`src/rtl/gb_cpu_pkg.sv`:
```
// Shared CPU definitions: register/pair select encodings, DMG post-boot values
// and the helpers that map a pair select onto its two byte slots.
package gb_cpu_pkg;

   localparam int unsigned REG_W  = 8;
   localparam int unsigned PAIR_W = 16;
   localparam int unsigned SEL_W  = 3;

   localparam logic [SEL_W-1:0] REG_B   = 3'd0;
   localparam logic [SEL_W-1:0] REG_C   = 3'd1;
   localparam logic [SEL_W-1:0] REG_D   = 3'd2;
   localparam logic [SEL_W-1:0] REG_E   = 3'd3;
   localparam logic [SEL_W-1:0] REG_H   = 3'd4;
   localparam logic [SEL_W-1:0] REG_L   = 3'd5;
   localparam logic [SEL_W-1:0] SEL_BUS = 3'd6;
   localparam logic [SEL_W-1:0] REG_A   = 3'd7;

   // F is stored in slot 6, which no 8-bit port can address (it is the bus slot there)
   localparam logic [SEL_W-1:0] SLOT_F  = 3'd6;

   localparam logic [1:0] PAIR_BC = 2'd0;
   localparam logic [1:0] PAIR_DE = 2'd1;
   localparam logic [1:0] PAIR_HL = 2'd2;
   localparam logic [1:0] PAIR_AF = 2'd3;

   localparam logic [PAIR_W-1:0] BOOT_AF = 16'h01B0;
   localparam logic [PAIR_W-1:0] BOOT_BC = 16'h0013;
   localparam logic [PAIR_W-1:0] BOOT_DE = 16'h00D8;
   localparam logic [PAIR_W-1:0] BOOT_HL = 16'h014D;

   function automatic logic [SEL_W-1:0] pair_hi(input logic [1:0] p);
      case (p)
         PAIR_BC: pair_hi = REG_B;
         PAIR_DE: pair_hi = REG_D;
         PAIR_HL: pair_hi = REG_H;
         default: pair_hi = REG_A;
      endcase
   endfunction

   function automatic logic [SEL_W-1:0] pair_lo(input logic [1:0] p);
      case (p)
         PAIR_BC: pair_lo = REG_C;
         PAIR_DE: pair_lo = REG_E;
         PAIR_HL: pair_lo = REG_L;
         default: pair_lo = SLOT_F;
      endcase
   endfunction

   function automatic logic [REG_W-1:0] reset_byte(input logic post_boot,
                                                   input logic [SEL_W-1:0] slot);
      reset_byte = 8'h00;
      if (post_boot) begin
         case (slot)
            REG_B:   reset_byte = BOOT_BC[15:8];
            REG_C:   reset_byte = BOOT_BC[7:0];
            REG_D:   reset_byte = BOOT_DE[15:8];
            REG_E:   reset_byte = BOOT_DE[7:0];
            REG_H:   reset_byte = BOOT_HL[15:8];
            REG_L:   reset_byte = BOOT_HL[7:0];
            REG_A:   reset_byte = BOOT_AF[15:8];
            default: reset_byte = BOOT_AF[7:0];
         endcase
      end
   endfunction

endpackage

```
`src/rtl/gb_pair_incdec.sv`:
```
// 16-bit +/-1 unit for HL+/HL-, INC rr and DEC rr; wraps modulo 2^16.
module gb_pair_incdec
   import gb_cpu_pkg::*;
(
   input  logic [PAIR_W-1:0] val,
   input  logic              dec,
   output logic [PAIR_W-1:0] res
);

   assign res = dec ? (val - 16'd1) : (val + 16'd1);

endmodule

```
`src/rtl/gb_regfile_pairs.sv`:
```
// CPU general register file with N 8-bit read ports, one 8-bit write port,
// a 16-bit pair read/write port, pair inc/dec and a flag update port.
module gb_regfile_pairs
   import gb_cpu_pkg::*;
#(
   parameter int unsigned NUM_RD    = 2,
   parameter bit          POST_BOOT = 1'b0,
   parameter bit          BYPASS    = 1'b0
) (
   input  logic                      clk,
   input  logic                      rst,
   input  logic [NUM_RD-1:0]         rd_en,
   input  logic [SEL_W*NUM_RD-1:0]   rd_sel,
   output logic [REG_W*NUM_RD-1:0]   rd_data,
   input  logic                      wr_en,
   input  logic [SEL_W-1:0]          wr_sel,
   input  logic [REG_W-1:0]          wr_data,
   input  logic                      pw_en,
   input  logic [1:0]                pw_sel,
   input  logic [PAIR_W-1:0]         pw_data,
   input  logic                      pid_en,
   input  logic [1:0]                pid_sel,
   input  logic                      pid_dec,
   input  logic                      flag_wr_en,
   input  logic [3:0]                flag_in,
   input  logic [1:0]                pr_sel,
   output logic [PAIR_W-1:0]         pr_data,
   output logic [3:0]                flags_out
);

   logic [REG_W-1:0]  regs   [8];
   logic [REG_W-1:0]  nxt    [8];
   logic [REG_W-1:0]  rd_src [8];
   logic [PAIR_W-1:0] pid_cur;
   logic [PAIR_W-1:0] pid_res;

   assign pid_cur = {regs[pair_hi(pid_sel)], regs[pair_lo(pid_sel)]};

   gb_pair_incdec u_incdec (
      .val (pid_cur),
      .dec (pid_dec),
      .res (pid_res)
   );

   // Per-byte priority: later assignments win (pw > pid > wr > flag)
   always_comb begin
      for (int i = 0; i < 8; i++) nxt[i] = regs[i];
      if (!rst) begin
         if (flag_wr_en) nxt[SLOT_F] = {flag_in, 4'h0};
         if (wr_en && (wr_sel != SEL_BUS)) nxt[wr_sel] = wr_data;
         if (pid_en) begin
            nxt[pair_hi(pid_sel)] = pid_res[15:8];
            nxt[pair_lo(pid_sel)] = pid_res[7:0];
         end
         if (pw_en) begin
            nxt[pair_hi(pw_sel)] = pw_data[15:8];
            nxt[pair_lo(pw_sel)] = pw_data[7:0];
         end
      end
      nxt[SLOT_F][3:0] = 4'h0;
   end

   always_ff @(posedge clk or posedge rst) begin
      if (rst) begin
         for (int i = 0; i < 8; i++) regs[i] <= reset_byte(POST_BOOT, 3'(i));
      end else begin
         for (int i = 0; i < 8; i++) regs[i] <= nxt[i];
      end
   end

   always_comb begin
      for (int i = 0; i < 8; i++) rd_src[i] = BYPASS ? nxt[i] : regs[i];
   end

   for (genvar k = 0; k < int'(NUM_RD); k++) begin : g_rd
      logic [SEL_W-1:0] sel;
      assign sel = rd_sel[SEL_W*k +: SEL_W];
      assign rd_data[REG_W*k +: REG_W] = (rd_en[k] && (sel != SEL_BUS)) ? rd_src[sel] : 8'h00;
   end

   assign pr_data   = {regs[pair_hi(pr_sel)], regs[pair_lo(pr_sel)]};
   assign flags_out = regs[SLOT_F][7:4];

endmodule

```
`config.mk`:
```
export PLATFORM = sky130hd
export DESIGN_NAME = gb_regfile_pairs
export DESIGN_NICKNAME = d
export VERILOG_FILES = /design/src/rtl/gb_cpu_pkg.sv /design/src/rtl/gb_pair_incdec.sv /design/src/rtl/gb_regfile_pairs.sv
export SDC_FILE = /design/constraint.sdc
export NUM_CORES = 1
export LEC_CHECK = 0
export ABC_AREA = 1
export CELL_PAD_IN_SITES_DETAIL_PLACEMENT = 2
export CELL_PAD_IN_SITES_GLOBAL_PLACEMENT = 2
export CORE_UTILIZATION = 30
export DETAILED_ROUTE_END_ITERATION = 16
export GPL_TIMING_DRIVEN = 0
export PLACE_DENSITY = 0.85
export SYNTH_ARGS = -nofsm -noshare
export SYNTH_HDL_FRONTEND = slang
export SYNTH_SLANG_ARGS = --single-unit
```
`constraint.sdc`:
```
create_clock -name clk -period 4.7 [get_ports clk]
set_clock_uncertainty 0.05 [all_clocks]
set_input_delay 1.175 -clock clk [delete_from_list [all_inputs] [get_ports clk]]
set_output_delay 1.175 -clock clk [all_outputs]
set_load 0.02 [all_outputs]
```
======== After elaboration in Yosys (flattened, before gate mapping) ========
Index checks and enable logic that the tools add are counted.
cells by class
  $add $sub $neg .......................... 2
  $mul .................................... 0
  div/mod/pow operators ................... 0
  $lt $le $gt $ge ......................... 16
  equality and inequality tests ........... 9
  shift-type cells ........................ 0
  multiplexer cells ....................... 57
  bitwise gates (word level) .............. 11
  reductions and logical operators ........ 11
operator list
  kind                     number
  $bwmux W64               5
  $mux W64                 5
  $mux W8                  21
  $bmux W8 S3              6
  $demux W8 S3             5
  $pmux W3 S3              6
  $ge A4 B4 Y1 const B     11
  $not A3 Y4               11
  $mux W3                  8
  $lt A4 B1 Y1 const B     5
  $add A16 B1 Y16 const B  1
  $mux W16                 1
  $sub A16 B1 Y16 const B  1
  $ne A3 B3 Y1 const B     3
  $logic_and A1 B1 Y1      8
  $eq A2 B1 Y1 const B     3
  $eq A2 B2 Y1 const B     3
  $logic_not A2 Y1         3
storage, ports and cells
  flip-flop bits (word level) ............. 60
  bits in latches ......................... 0
  bits in writable memories ............... 0
  ROM bits ................................ 0
  input port bits ......................... 52
  logic and storage cells ................. 114
  memories ................................ 0

======== Logic depth before layout (Yosys ltp) ========
  word-level depth ........................ 16
  mapped depth ............................ 19
  gate-level depth less buffers ........... 18

======== Hierarchy ========
Synthesis repeated with hierarchy kept, for this count alone.
second synthesis, totals
  cell total of the unflattened synthesis .. 1363
  area total of the unflattened synthesis .. 7385.8 um2
by module, submodules not included
  module            instances  cells an instance  area an instance (um2)  seq. area each (um2)
  gb_regfile_pairs  1          1187               6466.2                  1501.4
  gb_pair_incdec    1          176                919.6                   0.0

======== Least setup slack after synthesis ========
No wires, ideal clock.
  path kind ............................... input to register
  from .................................... input port rst
  to ...................................... register regs (netlist bit rd_src[16])
  setup time .............................. 239 ps
  data arrival time ....................... 3645 ps
  required time ........................... 4411 ps
  slack ................................... 766 ps
  stages .................................. 4
  path buffers ............................ 2
  cell sequence ........................... clkbuf_1 -> clkinv_1 -> clkbuf_1 -> o21ai_0
RTL lines
  what             line                    source
  start, declared  gb_regfile_pairs.sv:11  input logic rst,
  end, declared    gb_regfile_pairs.sv:31  logic [REG_W-1:0] regs [8];
No word-level cell between the ends.

======== Worst setup path in the final report ========
  from .................................... input port rd_sel[3]
  to ...................................... output port rd_data[12]
on the way
  cells in the longest elaborated chain, start to end .. 5
ends and longest elaborated chain
  what                                        line                    source
  start, declared                             gb_regfile_pairs.sv:13  input logic [SEL_W*NUM_RD-1:0] rd_sel,
  $not A3 Y4 (implied by the code)            gb_regfile_pairs.sv:78  assign rd_data[REG_W*k +: REG_W] = (rd_en[k] && (sel != SEL_BUS)) ? rd_src[sel] : 8'h00;
  $bmux W8 S3                                 gb_regfile_pairs.sv:78
  $mux W8 (implied by the code) (2 in a row)  gb_regfile_pairs.sv:78
  $mux W8 (*)                                 gb_regfile_pairs.sv:78
  end, declared                               gb_regfile_pairs.sv:14  output logic [REG_W*NUM_RD-1:0] rd_data,
Every way passes the cells marked *; elsewhere a longest branch is shown, timed or not. The select of a mux whose other input is x is not followed.

==> run metrics <==
TritonCTS buffer count 9; Final Cell Area 8450 µm²; Multi-input gate area 4500 µm²; period utilization 99.4%; Seq cells post-synth 60; critical path arrival 3450 ps; Worst R2R Path Depth 11; initial antenna violation count 1; Fin. Hold Viols 0; drt pass-1 iters 7; Clk network pwr share 26.3%; CTS tree yes; Power Density 368 nW/µm²; CP endpoint kind output port; nets@finish 1279; DIE AREA 23400 µm²; post-route ant nets 0; IO Port Bufs 81; min-delay worst type flop to flop; Tot GR Track Use 35.9%; Relative slew margins 35.2%; Worst-path clk slew 60 ps; H-tree depth 3; most frequent cells after synthesis 187 x o21ai_0, 181 x nand2_1, 171 x a21oi_1, 150 x inv_1, 67 x nor2_1; Seq. cell area 1500 µm²; VDD IR max 179 µV; Sw Pwr 0.00148 W; Area growth syn-to-layout 23.7%; Setup Crit Path Kind primary input to output port; Comb pwr share 47.4%; Reg power frac 26.2%; chip width 153 µm; startpoint types primary input; ant diodes 0; RSZ-0062 raised after global routing yes; Int Power 0.00163 W; Mapped Cells 1115; first-pass GRT wire length 62200 µm; top-count cell post-synth o21ai_0; Layout fillers 2767; WHS Path Cells 2; Synth Cell Area 6830 µm²; vias in the first global route 9968; I/O pins 88; gr ovfl total 0; HPWL Detailed 32200 µm; Yosys warnings 0; number of synthesized flops with an enable pin 0; Sw Ratio 47.6%; vias per cell 6.29; Final WS setup 28.7 ps; Initial Util 30.9%; CTS sink count 60; fmax 0.214 GHz; post-synthesis sequential area ratio 22.0%; largest net degree at the start of global routing 49; gp weighted congestion 0.977; syn_nets 1186; post-synth top area cell dfrtp_1; top cell type's share of synthesized area 22.0%; drt drc 0; First DRT Iteration DRCs 812; max-cap violations 0; outcome finished, final reports clean; mean routed wirelength per cell 27.9 µm; CP max FO 10; DP Area 8020 µm²; # rows 54; Async SR Flop Fraction 100%; CTS Hold Bufs 0; Yosys cell types 46; Avg Inst Size Synth 6.12 µm²; Longest Clk Path Bufs 2; vias after detailed routing 9387; clock period minus worst slack 4670 ps; CTS Root Cell clkbuf_16; Final Max Slew Viols 0; WL final 41700 µm; Leak Pwr 3.85 nW; worst-margin pin slew 972 ps; ys flop type dfrtp_1; Final setup viols 0; dominant cells by area after synthesis dfrtp_1 22%, o21ai_0 14%, a21oi_1 13%; Die H 153 µm; core area 22100 µm²; Setup WS pre-CTS -863 ps; clk_lat worst skew 360 ps; required time of the critical path 3470 ps; proportion of layout cells with a drive suffix above 1 7.67%; Fin Hold WS 493 ps
worst paths after layout:
check	startpoint	slack, ps	to
setup reg to reg	rd_src[35]	1370	rd_src[22]
min in group asynchronous	rst	1090	flags_out[3]
max in group asynchronous	rst	2900	rd_src[1]
hold / removal	rd_src[6]	490	rd_src[6]
setup / recovery	rd_sel[3]	30	rd_data[12]
hold reg to reg	rd_src[6]	490	rd_src[6]
cell families after synthesis:
kind of cell,Yosys count,synth area share (%)
compound gates,473,39.4
xor+xnor,6,0.770
fa+ha+maj,19,3.59
buf+inv,225,13.0
flops,60,22.0
simple gates,332,21.2
area by class of cell:
class	instances	share of cell area (%)
clock inverter	7	1.47
sequential	60	17.8
tap	280	4.15
multi-input combinational	830	53.3
timing repair buffer	82	10.0
inverter	158	7.03
buffer	67	3.63
clock buffer	9	2.67
layout by cell type, fill, tap and decap left out, types with 9 or more instances in the layout:
cell type        count
o211ai_1            26
nand3_1             49
o21ai_0            186
o21ai_1              9
a21oi_1            170
dfrtp_1             60
a221oi_1            23
nand2_1            180
clkbuf_16            9
clkbuf_1            36
inv_1              150
clkdlybuf4s50_1     77
buf_2               19
o22ai_1             16
nor2_1              65
ha_1                18
critical path, cell delays in order:
cell	delay [ps]
clkdlybuf4s50_1	450
buf_2	210
nor2_2	410
a221oi_1	140
a221oi_1	370
clkdlybuf4s50_1	680
routing by layer:
layer / track usage (%) / routed length, µm / up-vias
li1: - / - / 4035
met3: 7.51 / 3940 / 161
met1: 44.1 / 16400 / 4636
met2: 58.4 / 19000 / 553
met5: 0 / 13 / -
met4: 20.0 / 2320 / 2
through the flow:
| step | instances | total power (W) | util (%) | setup TNS (ps) |
|---|---|---|---|---|
| 2_1_floorplan | 1115 | 0.00156 | - | 0 |
| 3_3_place_gp | 1476 | 0.00213 | 36.2 | -75050 |
| 3_5_place_dp | 1477 | 0.00219 | 36.3 | -26790 |
| 4_1_cts | 1493 | 0.00304 | 38.1 | -113 |
| 5_1_grt | 1493 | 0.00323 | 38.2 | -173 |
| 6_report | 1493 | 0.00311 | 38.2 | 0 |
repair_timing:
item / in CTS / in global routing
setup buffers: 0 / 0
setup endpoints to repair: 49 / 42
hold endpoints to repair: 0 / 0
gates resized for setup: 15 / 9
registers in the layout, indices dropped and copies added (netlist names):
signal     cells
flags_out      4
rd_src        56
power groups by stage:
stage                     sequential [W]  combinational [W]  clock, W
after floorplan                 0.000705           0.000859         0
after global placement          0.000797            0.00133         0
after detailed placement        0.000802            0.00139         0
after CTS                       0.000796            0.00143  0.000816
after global routing            0.000812            0.00158  0.000837
final                           0.000815            0.00147  0.000817
No activity file was read; power rests on OpenSTA's default activity.
